[src/rtl/rragmem_seq_ctrl_if.sv]
// RrAg-to-MEM sequencing bundle: upstream instruction info, MEM/flush controls, latch controls.
// Latency: pure wiring, no storage.
// Backpressure: carried by mem_stall (into the controller) and upstream_stall (out of it).
interface rragmem_seq_ctrl_if #(
    parameter int CNT_W = 32
);
    // Upstream / network side
    logic             up_valid;
    logic             up_is_rep;
    logic [CNT_W-1:0] up_rep_num;
    logic             mem_stall;
    logic             flush;
    // Latch control side
    logic             latch_ld;
    logic             latch_clr;
    logic             valid_to_latch;
    logic             upstream_stall;
    logic [CNT_W-1:0] rep_iter;
    logic             rep_active;
    logic             rep_last;

    // master: the surrounding pipeline, which drives requests and observes latch control
    modport master (
        output up_valid, up_is_rep, up_rep_num, mem_stall, flush,
        input  latch_ld, latch_clr, valid_to_latch, upstream_stall,
        input  rep_iter, rep_active, rep_last
    );

    // slave: the sequencing controller
    modport slave (
        input  up_valid, up_is_rep, up_rep_num, mem_stall, flush,
        output latch_ld, latch_clr, valid_to_latch, upstream_stall,
        output rep_iter, rep_active, rep_last
    );
endinterface

[src/rtl/rragmem_seq_ctrl.sv]
// RrAg-to-MEM latch sequencer: REP expansion into per-iteration loads, MEM stall hold, multi-cycle flush.
// Latency: all outputs combinational from state/counters/inputs; state advances on posedge clk.
// Backpressure: mem_stall blocks loads and holds RrAg; flush overrides everything and clears the latch.
// Ports: clk, clr (async active-low reset), bus (slave modport of rragmem_seq_ctrl_if).
module rragmem_seq_ctrl #(
    parameter int CNT_W     = 32,
    parameter int FLUSH_CYC = 2
) (
    input  logic                    clk,
    input  logic                    clr,
    rragmem_seq_ctrl_if.slave       bus
);
    localparam int FW = (FLUSH_CYC > 1) ? $clog2(FLUSH_CYC) : 1;

    localparam logic [1:0] ST_PASS  = 2'd0;
    localparam logic [1:0] ST_REP   = 2'd1;
    localparam logic [1:0] ST_FLUSH = 2'd2;

    localparam logic [CNT_W-1:0] CNT_ONE     = CNT_W'(1);
    localparam logic [FW-1:0]    FCNT_RELOAD = FW'(FLUSH_CYC - 1);
    localparam logic [FW-1:0]    FCNT_ONE    = FW'(1);

    logic [1:0]       state, state_nxt;
    logic [CNT_W-1:0] cnt, cnt_nxt;
    logic [FW-1:0]    fcnt, fcnt_nxt;

    logic             ld, lc, vl, st, act, last;
    logic [CNT_W-1:0] iter;

    always_comb begin
        state_nxt = state;
        cnt_nxt   = cnt;
        fcnt_nxt  = fcnt;
        ld        = 1'b0;
        lc        = 1'b0;
        vl        = 1'b0;
        st        = 1'b0;
        act       = 1'b0;
        last      = 1'b0;
        iter      = '0;

        if (bus.flush) begin
            // Flush wins over stall and over any pending REP iteration, including the final one.
            lc      = 1'b1;
            cnt_nxt = '0;
            if (FLUSH_CYC > 1) begin
                state_nxt = ST_FLUSH;
                fcnt_nxt  = FCNT_RELOAD;
            end else begin
                state_nxt = ST_PASS;
                fcnt_nxt  = '0;
            end
        end else begin
            case (state)
                ST_FLUSH: begin
                    lc = 1'b1;
                    st = 1'b1;
                    if (fcnt == '0) begin
                        state_nxt = ST_PASS;
                    end else begin
                        fcnt_nxt = fcnt - FCNT_ONE;
                    end
                end
                ST_REP: begin
                    act  = 1'b1;
                    iter = cnt;
                    st   = 1'b1;
                    if (!bus.mem_stall) begin
                        ld = 1'b1;
                        vl = 1'b1;
                        // cnt never goes below 1 here: the load at cnt==1 is the last one,
                        // and RrAg is released on that same edge.
                        if (cnt == CNT_ONE) begin
                            last      = 1'b1;
                            st        = 1'b0;
                            state_nxt = ST_PASS;
                            cnt_nxt   = '0;
                        end else begin
                            cnt_nxt = cnt - CNT_ONE;
                        end
                    end
                end
                default: begin
                    if (bus.mem_stall) begin
                        st = 1'b1;
                    end else begin
                        ld = 1'b1;
                        if (bus.up_valid && bus.up_is_rep) begin
                            if (bus.up_rep_num == '0) begin
                                // Zero-iteration REP executes nothing: load a bubble.
                                vl = 1'b0;
                            end else if (bus.up_rep_num == CNT_ONE) begin
                                vl   = 1'b1;
                                iter = CNT_ONE;
                                last = 1'b1;
                            end else begin
                                // First iteration loads now; the rest are issued from REP.
                                vl        = 1'b1;
                                iter      = bus.up_rep_num;
                                st        = 1'b1;
                                act       = 1'b1;
                                state_nxt = ST_REP;
                                cnt_nxt   = bus.up_rep_num - CNT_ONE;
                            end
                        end else begin
                            vl = bus.up_valid;
                        end
                    end
                end
            endcase
        end

        // Outputs take their reset values for as long as reset is held.
        if (!clr) begin
            ld   = 1'b0;
            lc   = 1'b1;
            vl   = 1'b0;
            st   = 1'b0;
            act  = 1'b0;
            last = 1'b0;
            iter = '0;
        end
    end

    always_ff @(posedge clk or negedge clr) begin
        if (!clr) begin
            state <= ST_PASS;
            cnt   <= '0;
            fcnt  <= '0;
        end else begin
            state <= state_nxt;
            cnt   <= cnt_nxt;
            fcnt  <= fcnt_nxt;
        end
    end

    assign bus.latch_ld       = ld;
    assign bus.latch_clr      = lc;
    assign bus.valid_to_latch = vl;
    assign bus.upstream_stall = st;
    assign bus.rep_iter       = iter;
    assign bus.rep_active     = act;
    assign bus.rep_last       = last;
endmodule

[src/flat_wrapper.sv]
// flat-port wrapper written by rule: the top's interface ports become plain ports
module rragmem_seq_ctrl_flat 
#(
    parameter int CNT_W     = 32,
    parameter int FLUSH_CYC = 2
)
  (clk, clr, bus_up_valid, bus_up_is_rep, bus_up_rep_num, bus_mem_stall, bus_flush, bus_latch_ld, bus_latch_clr, bus_valid_to_latch, bus_upstream_stall, bus_rep_iter, bus_rep_active, bus_rep_last);
  rragmem_seq_ctrl_if #(.CNT_W(CNT_W)) bus_i ();
  input  logic clk;
  input  logic clr;
  input wire logic [$bits(bus_i.up_valid)-1:0] bus_up_valid;
  input wire logic [$bits(bus_i.up_is_rep)-1:0] bus_up_is_rep;
  input wire logic [$bits(bus_i.up_rep_num)-1:0] bus_up_rep_num;
  input wire logic [$bits(bus_i.mem_stall)-1:0] bus_mem_stall;
  input wire logic [$bits(bus_i.flush)-1:0] bus_flush;
  output wire logic [$bits(bus_i.latch_ld)-1:0] bus_latch_ld;
  output wire logic [$bits(bus_i.latch_clr)-1:0] bus_latch_clr;
  output wire logic [$bits(bus_i.valid_to_latch)-1:0] bus_valid_to_latch;
  output wire logic [$bits(bus_i.upstream_stall)-1:0] bus_upstream_stall;
  output wire logic [$bits(bus_i.rep_iter)-1:0] bus_rep_iter;
  output wire logic [$bits(bus_i.rep_active)-1:0] bus_rep_active;
  output wire logic [$bits(bus_i.rep_last)-1:0] bus_rep_last;
  assign bus_i.up_valid = bus_up_valid;
  assign bus_i.up_is_rep = bus_up_is_rep;
  assign bus_i.up_rep_num = bus_up_rep_num;
  assign bus_i.mem_stall = bus_mem_stall;
  assign bus_i.flush = bus_flush;
  assign bus_latch_ld = bus_i.latch_ld;
  assign bus_latch_clr = bus_i.latch_clr;
  assign bus_valid_to_latch = bus_i.valid_to_latch;
  assign bus_upstream_stall = bus_i.upstream_stall;
  assign bus_rep_iter = bus_i.rep_iter;
  assign bus_rep_active = bus_i.rep_active;
  assign bus_rep_last = bus_i.rep_last;
  rragmem_seq_ctrl #(.CNT_W(CNT_W), .FLUSH_CYC(FLUSH_CYC)) u_core (.clk(clk), .clr(clr), .bus(bus_i));
endmodule
[config.mk]
export PLATFORM = sky130hd
export DESIGN_NAME = rragmem_seq_ctrl_flat
export DESIGN_NICKNAME = d
export VERILOG_FILES = /design/src/rtl/rragmem_seq_ctrl_if.sv /design/src/rtl/rragmem_seq_ctrl.sv /design/src/flat_wrapper.sv
export SDC_FILE = /design/constraint.sdc
export NUM_CORES = 1
export LEC_CHECK = 0
export CAP_MARGIN = 5
export CORE_ASPECT_RATIO = 1.1
export CORE_MARGIN = 8
export CORE_UTILIZATION = 56
export CTS_CLUSTER_SIZE = 30
export DETAILED_ROUTE_END_ITERATION = 16
export MAX_ROUTING_LAYER = met4
export PLACE_DENSITY = 0.95
export SLEW_MARGIN = 10
export SYNTH_ARGS = -nofsm -noshare
export SYNTH_HDL_FRONTEND = slang
export SYNTH_SLANG_ARGS = --single-unit
export TNS_END_PERCENT = 1
[constraint.sdc]
create_clock -name clk -period 6.7 [get_ports clk]
set_input_delay 1.34 -clock clk [delete_from_list [all_inputs] [get_ports clk]]
set_output_delay 1.34 -clock clk [all_outputs]
set_load 0.005 [all_outputs]
==> impl_metrics.env, run 1 <==
export IMPL_met3_wirelength_microns=1230
export IMPL_power_leakage_nw=1.75
export IMPL_async_flop_share_pct=100
export IMPL_synth_most_common_cell="nor2_1"
export IMPL_clkLatencyLatePin_ns=0.30
export IMPL_critPathArrivalTime_ns=4.66
export IMPL_place_ws_ns=0.726
export IMPL_fin_crit_ns=6.00
export IMPL_cp_startpoint="bus_up_rep_num[18]"
export IMPL_synthFlopType="dfrtp_1"
export IMPL_fin_setup_tns_ns=0
export IMPL_dr_max_layer_used="met4"
export IMPL_yosys_area_top_type="dfrtp_1"
export IMPL_hold_buffers=0
export IMPL_avgSynthCellArea_sq_um=7.54
export IMPL_max_freq_ghz=0.167
export IMPL_hold_class="reg2reg"
export IMPL_fin_crit_sh_pct=89.5
export IMPL_synth_seq_area_share_pct=24.4
export IMPL_num_rows=30
export IMPL_maxCapViolations=0
export IMPL_rr_startpoint="u_core.cnt[20]$_DFFE_PN0P_"
export IMPL_via_per_inst=6.84
export IMPL_cp_start_kind="input pin"
export IMPL_critPathRequiredTime_ns=5.36
export IMPL_cts_resized=0
export IMPL_syn_inst=475
export IMPL_num_fill_cells=490
export IMPL_grt_pass1_wl_microns=20900
export IMPL_cp_max_fo=12
export IMPL_start_util_pct=57.8
export IMPL_synth_edf_count=0
export IMPL_setup_viol=0
export IMPL_critical_path_class="in2out"
export IMPL_syn_cell_area_sq_um=3580
export IMPL_finalPower_uw=994
export IMPL_wl_met2_microns=6070
export IMPL_grt_overflow=0
export IMPL_clk_pin_slew_ns=0.08
export IMPL_synth_top_area_share_pct=24.4
export IMPL_grt_use_total_pct=28.3
export IMPL_finalClockSkew_ns=0.0109
export IMPL_firstDrtPassIters=6
export IMPL_layout_cells_non_filler=626
export IMPL_layout_nets=590
export IMPL_port_buffer_count=75
export IMPL_die_height_microns=99.9
export IMPL_die_area_sq_um=9210
export IMPL_ys_warn_count=0
export IMPL_synth_common_cells="78 x nor2_1, 38 x o21ai_0, 35 x dfrtp_1, 33 x mux2i_1, 32 x nand2_1"
export IMPL_dp_hpwl_microns=9280
export IMPL_end_kind="output port"
export IMPL_routed_via_count=4281
export IMPL_dpl_cell_count=618
export IMPL_gp_congestion=1.01
export IMPL_boundaryPins=76
export IMPL_pwr_density_cell_nw_per_um2=220
export IMPL_cts_tree="built"
export IMPL_antenna_found_initial=0
export IMPL_routedWlPerCell_microns=20.8
export IMPL_grt_max_degree=43
export IMPL_wirelength_microns=13000
export IMPL_cts_sinks=35
export IMPL_die_w_microns=92.3
export IMPL_rsz0062_at_grt="no"
export IMPL_core_area_sq_um=6190
export IMPL_cts_max_path_buffers=2
export IMPL_cts_root_buf="clkbuf_8"
export IMPL_synth_nets=520
export IMPL_ys_top_cells_by_area="dfrtp_1 24%, mux2i_1 9.2%, nor2_1 8.2%"
export IMPL_first_global_vias=4231
export IMPL_syn_to_final_growth_pct=26.3
export IMPL_drive_gt1_share_pct=5.68
export IMPL_hold_viol=0
export IMPL_worst_ir_drop_vdd_v=0.000247
export IMPL_drtIter0Drc=584
export IMPL_relSlewSlack_pct=17.9
export IMPL_slew_viol_final=0
export IMPL_synth_seq_cells=35
export IMPL_diodes=0
export IMPL_antenna_left=0
export IMPL_h_tree_depth=2
export IMPL_drc=0
export IMPL_synth_cell_type_count=62
export IMPL_postCtsSetupRepairBufs=0
export IMPL_drt_met1_wl_microns=5080
export IMPL_worst_pin_slew_ns=1.22
export IMPL_hold_start="u_core.fcnt$_DFFE_PN0N_"
export IMPL_cts_buffers=5
export IMPL_status="finished clean"
export IMPL_setup_slack_ns=0.703
-- path summary, 6_finish.rpt --
kind / end / slack, ns / cells past startpoint
worst min-delay path: u_core.fcnt$_DFFE_PN0N_ / 0.50 / 1
worst max register to register: u_core.cnt[25]$_DFFE_PN0P_ / 2.92 / 6
max in group asynchronous: u_core.cnt[31]$_DFFE_PN0P_ / 4.69 / 2
worst max-delay path: bus_rep_iter[9] / 0.70 / 10
min in group asynchronous: u_core.cnt[17]$_DFFE_PN0P_ / 1.65 / 2
worst min register to register: u_core.fcnt$_DFFE_PN0N_ / 0.50 / 1
-- final cells by class --
type                    instances  area (sq um)  area share (%)
clock buffers                   5          68.8            1.52
clock inverters                 3          43.8           0.968
inverters                      12          45.0           0.996
multi-input cells             406          2560            56.7
flip-flops and latches         35           876            19.4
well taps                      80           100            2.21
repair buffers                 85           826            18.3
-- worst max-delay path: stages --
cell             delay, ns
clkdlybuf4s50_1       0.47
or4_1                 0.64
or4_4                 0.49
nor4_2                0.22
buf_4                 0.17
o21ai_0               0.08
nand3_1               0.42
buf_4                 0.29
nor2_1                0.07
clkdlybuf4s50_1       0.45
-- stage by stage --
stage	util [%]	hold WS, ns	instance area, sq um
2_1_floorplan	-	0.453	3580
3_3_place_gp	71.2	0.464	4410
3_5_place_dp	71.2	0.477	4410
4_1_cts	73.0	0.495	4520
5_1_grt	73.0	0.516	4520
6_report	73.0	0.496	4520
-- flip-flops by register name, indices dropped and copies added, names as in the netlist --
name,flops
u_core.cnt,32
u_core.fcnt,1
u_core.state,2
-- cell families after synthesis --
family,count (synthesis),share of synthesized area (%)
buf+inv,34,4.30
simple gates,220,30.8
mux,34,9.54
compound gates,118,21.8
xor+xnor,27,6.60
flops,35,24.4
fa+ha+maj,7,2.44
-- report_power, final --
| group | internal, mW | switching, mW | leakage (nW) |
|---|---|---|---|
| combinational | 0.202 | 0.318 | 1.22 |
| sequential | 0.238 | 0.0316 | 0.469 |
| clock | 0.111 | 0.0929 | 0.0581 |
-- layer usage --
metal	GRT usage, %	vias to the layer above
li1	-	1930
met1	33.4	1982
met2	45.4	301
met3	4.71	68
met4	14.8	0
met5	-	-
-- placed cells by master (no fill, tap or decap), types with 11 or more instances in the layout --
cell type | netlist | layout
nor2_1 | 78 | 78
xnor2_1 | 11 | 11
clkdlybuf4s50_1 | 0 | 75
a21oi_1 | 24 | 24
nor4_1 | 20 | 20
nor3_1 | 23 | 23
nand3_1 | 21 | 21
mux2i_1 | 33 | 33
o21ai_0 | 38 | 38
dfrtp_1 | 35 | 35
xor2_1 | 16 | 16
nand2_1 | 32 | 32
Note: power is estimated with default switching activity, not from simulation.
==> run 2, diff against run 1 <==
==> constraint.sdc (replaced) <==
create_clock -name clk -period 7.6 [get_ports clk]
set_input_delay 1.9 -clock clk [delete_from_list [all_inputs] [get_ports clk]]
set_output_delay 1.9 -clock clk [all_outputs]
set_load 0.005 [all_outputs]
==> run 2 against run 1 <==
Cell area is 0.77% lower. Count of clock-buffer cells in the layout is 3 higher. Combinational power is 12% lower. Clock power is 21% lower. Sequential power fell by 11%. Register-to-register slack gained 0.77 ns. Non-clock buffer count fell by 3. Critical path type unchanged. Critical endpoint is now bus_rep_iter[0].
==> impl_metrics.env, run 2 (synthesized netlist as in run 1, its figures left out) <==
export IMPL_status="finished clean"
export IMPL_finalPower_uw=857
export IMPL_use_met2_pct=45.6
export IMPL_num_fill_cells=517
export IMPL_critPathArrivalTime_ns=5.17
export IMPL_power_leakage_nw=1.72
export IMPL_path_delay_family="simple AND/OR/NAND/NOR gates"
export IMPL_pwr_density_cell_nw_per_um2=191
export IMPL_layout_area_seq_sq_um=876
export IMPL_largest_reg_flops=32
export IMPL_hold_start="u_core.fcnt$_DFFE_PN0N_"
export IMPL_hold_slack_ns=0.490
export IMPL_postCtsSetupRepairBufs=0
export IMPL_grt_use_total_pct=28.5
export IMPL_rr_startpoint="u_core.cnt[11]$_DFFE_PN0P_"
export IMPL_diodes=0
export IMPL_worst_pin_slew_ns=1.14
export IMPL_gr_usage_met3_pct=5.38
export IMPL_die_w_microns=92.3
export IMPL_rsz0062_at_grt="no"
export IMPL_dp_hpwl_microns=9450
export IMPL_place_ws_ns=0.568
export IMPL_core_area_sq_um=6190
export IMPL_cts_max_path_buffers=2
export IMPL_antenna_found_initial=0
export IMPL_cp_start_kind="input pin"
export IMPL_relSlewSlack_pct=24.0
export IMPL_grt_max_degree=43
export IMPL_worst_ir_drop_vdd_v=0.000238
export IMPL_drtIter0Drc=423
export IMPL_p_switching_uw=385
export IMPL_end_kind="output port"
export IMPL_critPathBufInv=2
export IMPL_maxCapViolations=0
export IMPL_port_buffer_count=75
export IMPL_final_cell_mix="78 x nor2_1, 75 x clkdlybuf4s50_1, 38 x o21ai_0"
export IMPL_die_area_sq_um=9210
export IMPL_crit_slowest_cell="or4_4"
export IMPL_grt_pass1_wl_microns=20900
export IMPL_critPathRequiredTime_ns=5.70
export IMPL_use_met1_pct=33.6
export IMPL_cts_root_buf="clkbuf_8"
export IMPL_critical_path_class="in2out"
export IMPL_hold_buffers=0
export IMPL_fin_setup_tns_ns=0
export IMPL_power_frac_comb_pct=53.4
export IMPL_min_to="u_core.fcnt$_DFFE_PN0N_"
export IMPL_cts_sinks=35
export IMPL_cp_max_fo=5
export IMPL_reg_top3="u_core.cnt: 32 flops, u_core.state: 2 flops, u_core.fcnt: 1 flops"
export IMPL_num_rows=30
export IMPL_multi_input_area_sq_um=2560
export IMPL_routedWlPerCell_microns=21.0
export IMPL_worstReg2RegEnd="u_core.cnt[8]$_DFFE_PN0P_"
export IMPL_largest_register="u_core.cnt"
export IMPL_die_height_microns=99.9
export IMPL_h_tree_depth=2
export IMPL_rr_worst_depth=6
export IMPL_final_common_cell="nor2_1"
export IMPL_syn_to_final_growth_pct=25.3
export IMPL_slowest_delay_ns=0.58
export IMPL_first_global_vias=4103
export IMPL_grt_overflow=0
export IMPL_layout_cells_non_filler=623
export IMPL_p_sw_share_pct=45.0
export IMPL_antenna_left=0
export IMPL_cp_startpoint="bus_up_rep_num[25]"
export IMPL_internal_power_uw=472
export IMPL_max_freq_ghz=0.141
export IMPL_pwr_share_seq_pct=27.9
export IMPL_routed_via_count=4301
export IMPL_start_util_pct=57.8
export IMPL_clkPwrFrac_pct=18.7
export IMPL_fin_crit_ns=7.07
export IMPL_cts_tree="built"
export IMPL_grt_busiest_layer="met2"
export IMPL_cts_buffers=5
export IMPL_path_depth=8
export IMPL_fin_crit_sh_pct=93.0
export IMPL_via_per_inst=6.90
export IMPL_hold_viol=0
export IMPL_cts_resized=0
export IMPL_setup_slack_ns=0.528
export IMPL_clkLatencyLatePin_ns=0.30
export IMPL_gp_congestion=1.01
export IMPL_crit_path_cell_trace="clkdlybuf4s50_1 > or4_4 > or4_4 > nor3_1 > a21oi_1 > a211o_1 > a21oi_1 > clkdlybuf4s50_1"
export IMPL_firstDrtPassIters=9
export IMPL_reg2reg_setup_slack_ns=3.69
export IMPL_dpl_cell_count=615
export IMPL_finalClockSkew_ns=0.00830
export IMPL_wirelength_microns=13100
export IMPL_drc=0
export IMPL_drive_gt1_share_pct=4.97
export IMPL_slew_viol_final=0
export IMPL_holdPathStages=1
export IMPL_layout_nets=587
export IMPL_clk_pin_slew_ns=0.08
export IMPL_setup_viol=0
export IMPL_hold_class="reg2reg"
export IMPL_boundaryPins=76
==> run 2: cell count changes in the layout (fill, tap and decap cells not counted) <==
| cell | change |
|---|---|
| clkbuf_1 | +1 |
| clkbuf_8 | +2 |
| buf_4 | -3 |
| clkinv_2 | -1 |
| bufinv_16 | -1 |
| clkinv_4 | -1 |
==> run 2: routing by layer <==
layer | up-vias | part of all wire [%]
met5 | - | 0
met4 | 0 | 4.8
met3 | 66 | 9.4
met2 | 320 | 46
met1 | 1998 | 39
li1 | 1917 | -
==> run 2: area by class of cell <==
class | count | share of cell area, %
Multi-Input combinational cell | 406 | 57.1
Inverter | 12 | 1.00
Timing Repair Buffer | 82 | 17.9
Sequential cell | 35 | 19.5
Clock buffer | 8 | 2.23
Tap cell | 80 | 2.23
==> run 2: worst max path at each step <==
stage	to	slack (ns)
after floorplan	bus_rep_iter[10]	1.82
after global placement	bus_rep_iter[0]	0.67
after detailed placement	bus_rep_iter[0]	0.57
after CTS	bus_rep_iter[0]	0.56
after global routing	bus_rep_iter[0]	0.43
final	bus_rep_iter[0]	0.53
==> run 2: metrics by stage <==
stage | instance area, sq um | utilization (%)
after detailed placement | 4390 | 70.8
after global routing | 4490 | 72.5
after global placement | 4390 | 70.8
after floorplan | 3580 | -
after CTS | 4490 | 72.5
final | 4490 | 72.5
==> run 2: power by group through the flow <==
stage	registers (mW)	clock network [mW]	logic (mW)
after floorplan	0.232	0	0.319
after global placement	0.240	0	0.437
after detailed placement	0.241	0	0.447
after CTS	0.238	0.159	0.447
after global routing	0.243	0.167	0.493
final	0.239	0.161	0.457
==> run 3, diff against run 2 <==
--- a/config.mk
+++ b/config.mk
@@ -5,8 +5,7 @@
 export SDC_FILE = /design/constraint.sdc
 export NUM_CORES = 1
 export LEC_CHECK = 0
-export CAP_MARGIN = 5
-export CORE_ASPECT_RATIO = 1.1
+export CORE_ASPECT_RATIO = 0.7
 export CORE_MARGIN = 8
 export CORE_UTILIZATION = 56
 export CTS_CLUSTER_SIZE = 30
==> run 3 against run 2 <==
Cell count decreased by 0.32%. Sequential power about the same. Combinational power increased by 2%. Hold slack improved by 0.023 ns. Critical endpoint is now bus_rep_iter[16]. Largest cell class unchanged.
==> impl_metrics.env, run 3 (synthesized netlist as in run 1, its figures left out) <==
export IMPL_status="finished clean"
export IMPL_port_buffer_count=75
export IMPL_cp_start_kind="input pin"
export IMPL_fin_area_sq_um=4500
export IMPL_setup_slack_ns=0.543
export IMPL_crit_path_cell_trace="clkdlybuf4s50_1 > or4_4 > or4_4 > nor4_2 > o21ai_0 > nand3_1 > buf_4 > nor2_1 > clkdlybuf4s50_1"
export IMPL_grt_max_degree=43
export IMPL_cts_buffers=5
export IMPL_num_fill_cells=483
export IMPL_syn_to_final_growth_pct=25.7
export IMPL_relSlewSlack_pct=22.0
export IMPL_pwr_density_cell_nw_per_um2=199
export IMPL_finalClockSkew_ns=0.0169
export IMPL_diodes=0
export IMPL_utilization_pct=72.4
export IMPL_grt_overflow=0
export IMPL_end_kind="output port"
export IMPL_clk_pin_slew_ns=0.09
export IMPL_hold_class="reg2reg"
export IMPL_drc=0
export IMPL_critical_path_class="in2out"
export IMPL_die_w_microns=112
export IMPL_core_area_sq_um=6220
export IMPL_cp_max_fo=20
export IMPL_hold_viol=0
export IMPL_place_ws_ns=0.606
export IMPL_fin_setup_tns_ns=0
export IMPL_worst_ir_drop_vdd_v=0.000189
export IMPL_firstDrtPassIters=5
export IMPL_placed_area_sq_um=4390
export IMPL_cts_root_buf="clkbuf_8"
export IMPL_first_global_vias=4122
export IMPL_postCtsSetupRepairBufs=0
export IMPL_largest_reg_flops=32
export IMPL_crit_slowest_cell="or4_4"
export IMPL_layout_nets=587
export IMPL_grt_pass1_wl_microns=21400
export IMPL_wirelength_microns=13500
export IMPL_start_util_pct=57.6
export IMPL_routedWlPerCell_microns=21.8
export IMPL_routed_via_count=4402
export IMPL_num_rows=24
export IMPL_dp_hpwl_microns=9760
export IMPL_reg2reg_setup_slack_ns=3.62
export IMPL_maxCapViolations=0
export IMPL_critPathArrivalTime_ns=5.16
export IMPL_power_leakage_nw=1.73
export IMPL_max_freq_ghz=0.142
export IMPL_largest_register="u_core.cnt"
export IMPL_clkLatencyLatePin_ns=0.31
export IMPL_rsz0062_at_grt="no"
export IMPL_die_area_sq_um=9250
export IMPL_setup_viol=0
export IMPL_hold_buffers=0
export IMPL_cts_max_path_buffers=2
export IMPL_final_cell_mix="78 x nor2_1, 75 x clkdlybuf4s50_1, 38 x o21ai_0"
export IMPL_antenna_left=0
export IMPL_boundaryPins=76
export IMPL_cts_tree="built"
export IMPL_drtIter0Drc=642
export IMPL_antenna_found_initial=0
export IMPL_layout_area_seq_sq_um=876
export IMPL_via_per_inst=7.09
export IMPL_fin_crit_sh_pct=92.9
export IMPL_die_height_microns=82.9
export IMPL_gp_congestion=0.985
export IMPL_slowest_delay_ns=0.58
export IMPL_cts_sinks=35
export IMPL_critPathRequiredTime_ns=5.70
export IMPL_grt_use_total_pct=29.0
export IMPL_multi_input_area_sq_um=2560
export IMPL_reg_top3="u_core.cnt: 32 flops, u_core.state: 2 flops, u_core.fcnt: 1 flops"
export IMPL_hold_slack_ns=0.513
export IMPL_cts_resized=0
export IMPL_worst_pin_slew_ns=1.17
export IMPL_drive_gt1_share_pct=5.16
export IMPL_fin_crit_ns=7.06
export IMPL_slew_viol_final=0
export IMPL_h_tree_depth=2
export IMPL_final_common_cell="nor2_1"
==> run 3: cell type report <==
cell class	instances	share of cell area [%]
multi-input cells	406	56.9
flip-flops and latches	35	19.4
repair buffers	82	17.8
well taps	78	2.17
clock buffers	6	1.83
inverters	12	1.00
clock inverters	2	0.778
==> run 3: where the power goes <==
part,internal (mW),switching (mW)
clock network,0.106,0.0838
registers,0.210,0.0302
logic,0.180,0.287
total,0.496,0.401
==> run 3: critical path: cells and delay by family <==
| kind | cells | cell delay, ns |
|---|---|---|
| and+or+nand+nor | 5 | 1.86 |
| buffers and inverters | 3 | 1.22 |
| AOI/OAI and AO/OA | 1 | 0.16 |
==> run 3: path summary, 6_finish.rpt <==
kind | start | to | cells after the start
min | u_core.fcnt$_DFFE_PN0N_ | u_core.fcnt$_DFFE_PN0N_ | 1
max reg2reg | u_core.cnt[11]$_DFFE_PN0P_ | u_core.cnt[25]$_DFFE_PN0P_ | 6
min in group asynchronous | clr | u_core.cnt[0]$_DFFE_PN0P_ | 1
min reg2reg | u_core.fcnt$_DFFE_PN0N_ | u_core.fcnt$_DFFE_PN0N_ | 1
max | bus_up_rep_num[24] | bus_rep_iter[16] | 9
max in group asynchronous | clr | u_core.cnt[24]$_DFFE_PN0P_ | 2
==> run 3: metal layers <==
layer / up-vias / global-route usage, % / routed length, microns
li1: 1921 / - / -
met1: 2028 / 38.5 / 5610
met2: 404 / 41.9 / 5660
met3: 49 / 8.02 / 1890
met4: 0 / 8.41 / 373
met5: - / - / 0
==> run 3: stage by stage <==
step	power, mW	std cells
finish	0.898	621
floorplan	0.551	475
detailed placement	0.695	613
global route	0.939	621
global placement	0.683	613
CTS	0.877	621
